## src/rtl/ins_mem_loader.sv

```systemverilog
// Instruction-memory loader: receives a framed byte stream (count byte, then
// low/high byte pairs per word), writes each assembled word into Ins_Memory,
// holds the processor in reset while loading, then releases it and pulses start.
// Optional build macro: LOADER_CHECKSUM_EN adds a trailing XOR checksum byte.
module ins_mem_loader #(
  parameter int unsigned reg_width = 12,
  parameter int unsigned Im_width  = 8
) (
  input  logic                 clk,
  input  logic                 reset,
  input  logic                 load_req,
  input  logic [7:0]           rx_data,
  input  logic                 rx_valid,
  output logic                 rx_ready,
  output logic [Im_width-1:0]  im_address,
  output logic [reg_width-1:0] im_data,
  output logic                 im_wren,
  output logic                 cpu_reset,
  output logic                 start,
  output logic                 busy,
  output logic                 done,
  output logic                 error
);

  localparam logic [2:0] IDLE    = 3'd0;
  localparam logic [2:0] COUNT   = 3'd1;
  localparam logic [2:0] LO      = 3'd2;
  localparam logic [2:0] HI      = 3'd3;
  localparam logic [2:0] WRITE   = 3'd4;
  localparam logic [2:0] CHK     = 3'd5;
  localparam logic [2:0] RELEASE = 3'd6;
  localparam logic [2:0] ERR     = 3'd7;

  localparam int unsigned HiBits = reg_width - 8;
  // Bits of the high byte that carry word data; the rest must be zero.
  localparam logic [7:0]  HiMask = 8'((1 << HiBits) - 1);

  logic [2:0]          state_q;
  logic [7:0]          count_q;
  logic [7:0]          lo_q;
  logic [Im_width:0]   index_q;
  logic [Im_width:0]   index_nxt;
  logic [Im_width:0]   target;
  logic                accept;

`ifdef LOADER_CHECKSUM_EN
  logic [7:0]          xor_q;
`endif

  // Handshake, strobes and word-count bookkeeping decoded from the current state.
  always_comb begin
    rx_ready  = (state_q == COUNT) || (state_q == LO) || (state_q == HI) || (state_q == CHK);
    accept    = rx_valid && rx_ready;
    im_wren   = (state_q == WRITE);
    start     = (state_q == RELEASE);
    index_nxt = index_q + 1'b1;
    // A count of zero means a full memory of 2^Im_width words.
    if (count_q == 8'd0) begin
      target = {1'b1, {Im_width{1'b0}}};
    end else begin
      target = (Im_width + 1)'(count_q);
    end
  end

`ifdef LOADER_CHECKSUM_EN
  // Running XOR over the count byte and every data byte of the current frame.
  always_ff @(posedge clk) begin
    if (reset) begin
      xor_q <= 8'd0;
    end else if (state_q == IDLE && load_req) begin
      xor_q <= 8'd0;
    end else if (accept && (state_q == COUNT || state_q == LO || state_q == HI)) begin
      xor_q <= xor_q ^ rx_data;
    end
  end
`endif

  // Load sequencer and registered status/memory-port outputs.
  always_ff @(posedge clk) begin
    if (reset) begin
      state_q    <= IDLE;
      count_q    <= 8'd0;
      lo_q       <= 8'd0;
      index_q    <= '0;
      im_address <= '0;
      im_data    <= '0;
      cpu_reset  <= 1'b1;
      busy       <= 1'b0;
      done       <= 1'b0;
      error      <= 1'b0;
    end else begin
      case (state_q)
        IDLE: begin
          if (load_req) begin
            state_q   <= COUNT;
            busy      <= 1'b1;
            done      <= 1'b0;
            error     <= 1'b0;
            cpu_reset <= 1'b1;
            index_q   <= '0;
          end
        end
        COUNT: begin
          if (accept) begin
            count_q <= rx_data;
            state_q <= LO;
          end
        end
        LO: begin
          if (accept) begin
            lo_q    <= rx_data;
            state_q <= HI;
          end
        end
        HI: begin
          if (accept) begin
            if ((rx_data & ~HiMask) != 8'd0) begin
              state_q <= ERR;
              error   <= 1'b1;
              busy    <= 1'b0;
            end else begin
              im_data    <= {rx_data[HiBits-1:0], lo_q};
              im_address <= index_q[Im_width-1:0];
              state_q    <= WRITE;
            end
          end
        end
        WRITE: begin
          index_q <= index_nxt;
          if (index_nxt == target) begin
`ifdef LOADER_CHECKSUM_EN
            state_q   <= CHK;
`else
            state_q   <= RELEASE;
            cpu_reset <= 1'b0;
`endif
          end else begin
            state_q <= LO;
          end
        end
`ifdef LOADER_CHECKSUM_EN
        CHK: begin
          if (accept) begin
            if ((xor_q ^ rx_data) == 8'd0) begin
              state_q   <= RELEASE;
              cpu_reset <= 1'b0;
            end else begin
              state_q <= ERR;
              error   <= 1'b1;
              busy    <= 1'b0;
            end
          end
        end
`endif
        RELEASE: begin
          state_q <= IDLE;
          busy    <= 1'b0;
          done    <= 1'b1;
        end
        ERR: begin
          state_q <= IDLE;
        end
        default: begin
          state_q <= IDLE;
        end
      endcase
    end
  end

endmodule

```

## config.mk

```make
export PLATFORM = sky130hd
export DESIGN_NAME = ins_mem_loader
export DESIGN_NICKNAME = d
export VERILOG_FILES = /design/src/rtl/ins_mem_loader.sv
export SDC_FILE = /design/constraint.sdc
export NUM_CORES = 1
export LEC_CHECK = 0
export CORE_ASPECT_RATIO = 0.75
export CORE_MARGIN = 1.5
export CORE_UTILIZATION = 49
export CTS_BUF_LIST = sky130_fd_sc_hd__clkbuf_8
export DETAILED_ROUTE_END_ITERATION = 16
export GPL_TIMING_DRIVEN = 0
export PLACE_DENSITY_LB_ADDON = 0.3
export SLEW_MARGIN = 20
export SYNTH_ARGS = -nofsm -noshare
export SYNTH_HDL_FRONTEND = slang
export SYNTH_SLANG_ARGS = --single-unit
```

## constraint.sdc

```tcl
create_clock -name clk -period 2.19 [get_ports clk]
set_clock_uncertainty 0.05 [all_clocks]
set_input_delay 0.219 -clock clk [delete_from_list [all_inputs] [get_ports clk]]
set_output_delay 0.219 -clock clk [all_outputs]
set_load 0.05 [all_outputs]
```

==> reports/metrics.yaml, run 1 <==
power:
  ir_worst_vdd_mv: 0.437
  netSwitchingPower_mw: 0.454
  internal_power_mw: 1.30
  power_frac_seq_pct: 56.0
  pwr-share-comb_pct: 11.9
  powerDensity_mw_per_mm2: 607
  power_frac_clock_pct: 32.2
  power_mw: 1.75
  power.share.switching_pct: 25.9
  power_leakage_nw: 0.991
setup_path:
  slowest_stage: "dfxtp_1"
  crit_top_cell: "buf_2"
  worstRegToRegCells: 6
  slowest_delay_ns: 0.31
  critPathCaptureType: "output port"
  worst-path-max-fanout: 10
  required_ns: 1.92
  critPathBufInv: 4
  arrival_ns: 1.80
  crit_type: "reg -> out"
  crit_cells: 6
  path_cells: "buf_2 -> nor2_2 -> nand2_2 -> inv_1 -> buf_2 -> clkbuf_4"
  worstSetupStartpointType: "flop"
  cp_top_family: "buffers and inverters"
global_routing:
  grt.overflow.total: 0
  grt_max_degree: 16
  grt_pass1_vias: 2050
  grt_usage_pct: 23.1
  grt_antenna_before_repair: 0
  grt_pass1_wl_um: 9330
cells_and_area:
  layout_commonest_cell: "nand2_1"
  antennaDiodeCount: 0
  drive_gt1_share_pct: 9.97
  finish.net_count: 343
  synthToLayoutAreaGrowth_pct: 23.6
  final_cell_mix: "nand2_1 (67), dfxtp_1 (50), a21oi_1 (38)"
route:
  drt-vias-per-instance: 5.55
  dr.pass1.iters: 4
  drtIter0Drc: 146
  route.detailed.drc: 0
  wire_per_inst_um: 14.2
  vias: 2154
  drt-total-wl_um: 5490
  antenna_left: 0
clocking:
  tritoncts: "done"
  root_buffer: "clkbuf_8"
  postCtsSetupRepairBufs: 0
  cts_buffer_depth: 2
  clk_pin_slew_ns: 0.10
  cts-buffers-inserted: 5
  clock-sinks: 52
  htreeDepth: 2
  hold_buffers: 0
  clock_latency_ns: 0.31
floorplan:
  coreArea_mm2: 0.00452
  die_width_um: 82.7
  initial_utilization_pct: 51.7
  die_h_um: 62.8
  die-area_mm2: 0.00519
  rows: 21
  ios: 39
logic_synthesis:
  yosysWarnings: 0
  synth_edf_count: 0
  ys_ff_latch: 52
  netlist_instances: 286
  ys_seq_area_share_pct: 44.6
  syn_avg_cell_area_um2: 8.16
  syn_nets: 299
  synth.distinct_cells: 47
  syn_area_mm2: 0.00233
  async_reset_ff_share_pct: 0
  synth_flop_cell: "dfxtp_1"
timing:
  rsz0062_at_grt: "false"
  finalHoldViolations: 0
  worst_slew_pin_slew_ns: 0.884
  fmax_ghz: 0.484
  setup_tns_ns: 0
  drv_slew: 0
  worst_slack_ns: 0.126
  finalCritPeriodShare_pct: 94.2
  whs_ns: 0.285
  max_slew_margin_pct: 40.8
  period_minus_slack_ns: 2.06
  finalSetupViolCount: 0
placement:
  dp_slack_ns: -0.144
  port_buffers: 37
  place_congestion: 0.872
  hpwl_um: 3830
outcome:
  status: "complete, no violations"
job:
  cap_violations: 0
min_path:
  min_path_cells: 3
  hold_class: "in -> reg"
==> flip-flops by register name (all words and copies together), names as in the netlist <==
name,flops
index_q,9
im_address,8
cpu_reset,1
error,1
count_q,8
busy,1
im_data,12
done,1
state_q,3
lo_q,8
==> per-layer routing <==
layer  vias up  part of all wire [%]  track usage (%)
met5         -                     0                0
met4         0                  0.56             6.67
met3         5                   6.3             5.26
met2        76                    44             33.9
met1      1004                    49             33.6
li1       1069                     -                -
==> tightest hold or removal path, cell delays in order <==
cell     delay [ns]
buf_1          0.19
nor2b_1        0.10
o21a_1         0.10
==> final timing paths <==
kind / slack, ns / from / to
hold / removal: 0.28 / reset / error
hold reg to reg: 0.41 / lo_q[5] / im_data[5]
setup reg to reg: 0.15 / index_q[0] / cpu_reset
setup / recovery: 0.13 / state_q[1] / im_wren
==> cells by family after synthesis <==
family                     count (synthesis)  synth area share [%]
buffers and inverters                     20                  3.86
AOI/OAI and AO/OA                         68                  17.4
xor gates and xnor gates                  10                  4.39
muxes                                      8                  3.43
and+or+nand+nor                          127                  25.8
DFF                                       52                  44.6
adders and majority gates                  1                 0.536
==> power groups by stage <==
stage	logic, mW	clock network (mW)	registers (mW)
final	0.208	0.563	0.980
after global placement	0.202	0	1.00
after floorplan	0.123	0	1.01
after detailed placement	0.204	0	1.00
after global routing	0.226	0.608	0.983
after CTS	0.206	0.563	0.980
==> cells in the mapped netlist (all sizes together) (2+ instances only) <==
library cell / n / area [µm²]
o21ai: 11 / 55.1
or3: 3 / 18.8
xnor2: 5 / 43.8
nor4: 3 / 18.8
buf: 9 / 48.8
nand3b: 2 / 15.0
nor3: 7 / 45.0
nand3: 4 / 32.5
nor2: 24 / 92.6
a22oi: 2 / 15.0
nor2b: 3 / 18.8
nand2: 68 / 255
o21a: 4 / 30.0
xor2: 4 / 35.0
nand4: 3 / 25.0
and3: 2 / 13.8
a31oi: 2 / 12.5
a21oi: 38 / 190
clkbuf: 8 / 30.0
or4: 2 / 20.0
a211oi: 4 / 35.0
dfxtp: 52 / 1040
inv: 3 / 11.3
mux2i: 8 / 80.1
o2111ai: 2 / 17.5
==> what timing repair did <==
item / in CTS / in global routing
resized for setup: 8 / 5
endpoints found under the hold margin: 0 / 0
endpoints found under the setup margin: 4 / 4
gates cloned: 0 / 0
==> area by class of cell <==
cell class,count,area (µm²)
buffer,17,78.8
multi-input combinational,214,1220
clock buffer,6,82.6
timing repair buffer,37,369
clock inverter,2,11.3
sequential,52,1040
tap,57,71.3
fill,419,1630
inverter,3,11.3
==> stage by stage <==
stage / instance area (µm²) / util [%] / cells
after detailed placement: 2780 / 61.4 / 380
after global routing: 2890 / 63.9 / 388
after CTS: 2870 / 63.5 / 388
final: 2890 / 63.9 / 388
after global placement: 2780 / 61.4 / 380
after floorplan: 2330 / - / 286
(Power assumes the default switching activity.)
==> inputs of run 2 (changes only) <==
--- a/config.mk
+++ b/config.mk
@@ -9,6 +9,7 @@
 export CORE_MARGIN = 1.5
 export CORE_UTILIZATION = 49
 export CTS_BUF_LIST = sky130_fd_sc_hd__clkbuf_8
+export CTS_CLUSTER_DIAMETER = 100
 export DETAILED_ROUTE_END_ITERATION = 16
 export GPL_TIMING_DRIVEN = 0
 export PLACE_DENSITY_LB_ADDON = 0.3
==> constraint.sdc (replaced) <==
create_clock -name clk -period 2.19 [get_ports clk]
set_clock_uncertainty 0.05 [all_clocks]
set_input_delay 0.5475 -clock clk [delete_from_list [all_inputs] [get_ports clk]]
set_output_delay 0.5475 -clock clk [all_outputs]
set_load 0.05 [all_outputs]
==> reports/metrics.yaml, run 2 (synthesis results as in run 1) <==
outcome:
  status: "complete, no violations"
placement:
  dp_slack_ns: -0.472  # -0.329 ns
  hpwl_um: 3830  # unchanged
  port_buffers: 37  # unchanged
  place_inst: 380  # unchanged
  dpl_cell_area_mm2: 0.00278  # unchanged
  place_congestion: 0.872  # unchanged
floorplan:
  rows: 21  # unchanged
  coreArea_mm2: 0.00452  # unchanged
  die-area_mm2: 0.00519  # unchanged
  initial_utilization_pct: 51.7  # unchanged
  die_width_um: 82.7  # unchanged
  ios: 39  # unchanged
  die_h_um: 62.8  # unchanged
timing:
  fmax_ghz: 0.467  # -3.5%
  worst_slew_pin_slew_ns: 0.653  # -0.230 ns
  max_slew_margin_pct: 56.4  # +16 points
  finalCritPeriodShare_pct: 97.7  # +3.5 points
  whs_ns: 0.409  # +0.124 ns
  rsz0062_at_grt: "false"
  finalSetupViolCount: 0  # unchanged
  worst_slack_ns: 0.0501  # -0.0759 ns
  drv_slew: 0  # unchanged
  setup_tns_ns: 0  # unchanged
  period_minus_slack_ns: 2.14  # +0.0759 ns
  finalHoldViolations: 0  # unchanged
clocking:
  root_buffer: "clkbuf_8"
  cts-buffers-inserted: 5  # unchanged
  clk_pin_slew_ns: 0.09  # about the same
  cts_buffer_depth: 2  # unchanged
  clock_latency_ns: 0.30  # about the same
  tritoncts: "done"
  htreeDepth: 2  # unchanged
  clock-sinks: 52  # unchanged
power:
  power_leakage_nw: 1.03  # +3.5%
  powerDensity_mw_per_mm2: 597  # -1.5%
  power_frac_clock_pct: 31.8  # -0.4 points
  internal_power_mw: 1.30  # +0.30%
  ir_worst_vdd_mv: 0.435  # -0.61%
  power_mw: 1.76  # +0.55%
  netSwitchingPower_mw: 0.460  # +1.3%
  pwr-share-comb_pct: 12.4  # +0.5 points
  power.share.switching_pct: 26.1  # +0.18 points
  power_frac_seq_pct: 55.8  # -0.2 points
cells_and_area:
  top_register: "im_data"
  multi_input_area_mm2: 0.00124  # +1.7%
  final_cell_mix: "nand2_1 (67), dfxtp_1 (50), a21oi_1 (38)"
  final_core_util_pct: 65.2  # +1.4 points
  antennaDiodeCount: 0  # unchanged
  layout_commonest_cell: "nand2_1"
  final_area_mm2: 0.00295  # +2.1%
  final_cells: 391  # +0.77%
  reg.largest.list: "im_data x12, index_q x9"
  drive_gt1_share_pct: 12.3  # +2.3 points
  fillers: 409  # -2.4%
  regArea_mm2: 0.00104  # unchanged
  largest_reg_flops: 12  # unchanged
  synthToLayoutAreaGrowth_pct: 26.3
  finish.net_count: 346  # +0.87%
setup_path:
  critPathCaptureType: "flop"
  arrival_ns: 2.25  # +0.45 ns
  crit_type: "in -> reg"
  required_ns: 2.30  # +0.38 ns
  critPathLaunch: "rx_data[7]"
  worst-path-max-fanout: 10  # unchanged
  r2r_start: "index_q[0]"
  worstRegToRegCells: 6  # unchanged
  r2r_slack_ns: 0.14  # about the same
  worstSetupStartpointType: "input pin"
  critical_path.endpoint: "im_address[0]"
  r2r_end: "cpu_reset"
job:
  cap_violations: 0  # unchanged
route:
  wire_per_inst_um: 14.5  # +2.6%
  vias: 2182  # +1.3%
  antenna_left: 0  # unchanged
  route.detailed.drc: 0  # unchanged
  drtIter0Drc: 157  # +7.5%
  drt-vias-per-instance: 5.58  # +0.52%
  drt-total-wl_um: 5680  # +3.4%
  dr.pass1.iters: 4  # unchanged
global_routing:
  grt.overflow.total: 0  # unchanged
  grt_antenna_before_repair: 0  # unchanged
  grt_max_degree: 16  # unchanged
  grt_usage_pct: 23.2  # +0.12 points
  grt_pass1_vias: 2037  # -0.63%
  grt_pass1_wl_um: 9370  # +0.45%
min_path:
  hold_class: "reg -> reg"
  min_path_cells: 2  # -1
-- run 2: cell types whose count changed in the layout (fill, tap and decap cells not counted), sizes merged --
| cell | change |
|---|---|
| dlygate4sd2 | -1 |
| buf | +5 |
| clkdlybuf4s50 | -1 |
-- run 2: how the worst min path moves through the flow --
stage / startpoint / to / slack, ns
final: lo_q[5] / im_data[5] / 0.41
after global routing: im_data[6] / im_data[6] / 0.43
after CTS: im_address[0] / im_address[0] / 0.41
after detailed placement: lo_q[1] / im_data[1] / 0.40
after global placement: lo_q[0] / im_data[0] / 0.39
after floorplan: lo_q[0] / im_data[0] / 0.38
-- run 2: routing by layer --
metal	wire length, µm	track usage [%]	up-vias	part of all wire, %
li1	-	-	1076	-
met1	2640	34.0	1007	46
met2	2530	33.4	90	44
met3	446	5.40	9	7.9
met4	68	7.50	0	1.2
met5	0	0	-	0
-- run 2: power groups by stage --
stage / clock network (mW) / logic (mW) / registers, mW
floorplan: 0 / 0.123 / 1.01
global placement: 0 / 0.202 / 1.00
detailed placement: 0 / 0.204 / 1.00
CTS: 0.563 / 0.207 / 0.980
global route: 0.610 / 0.235 / 0.985
finish: 0.560 / 0.218 / 0.982
-- run 2: final cells by class --
type | instances | share of cell area (%)
Clock inverter | 2 | 0.382
Buffer | 17 | 3.44
Tap cell | 57 | 2.42
Timing Repair Buffer | 40 | 13.1
Sequential cell | 52 | 35.4
Inverter | 3 | 0.382
Multi-Input combinational cell | 214 | 42.1
Clock buffer | 6 | 2.80
-- run 2: worst max-delay path, cell delays in order --
cell and delay (ns):
clkdlybuf4s50_1 0.45, or4_4 0.56, or3_4 0.42, buf_6 0.15, nand2_1 0.06, a21oi_1 0.06
-- run 2: timing repair --
item,CTS,global route
pin swaps,1,2
resized for setup,19,18
endpoints found under the setup margin,25,33
setup buffers,1,2
hold buffers,0,0
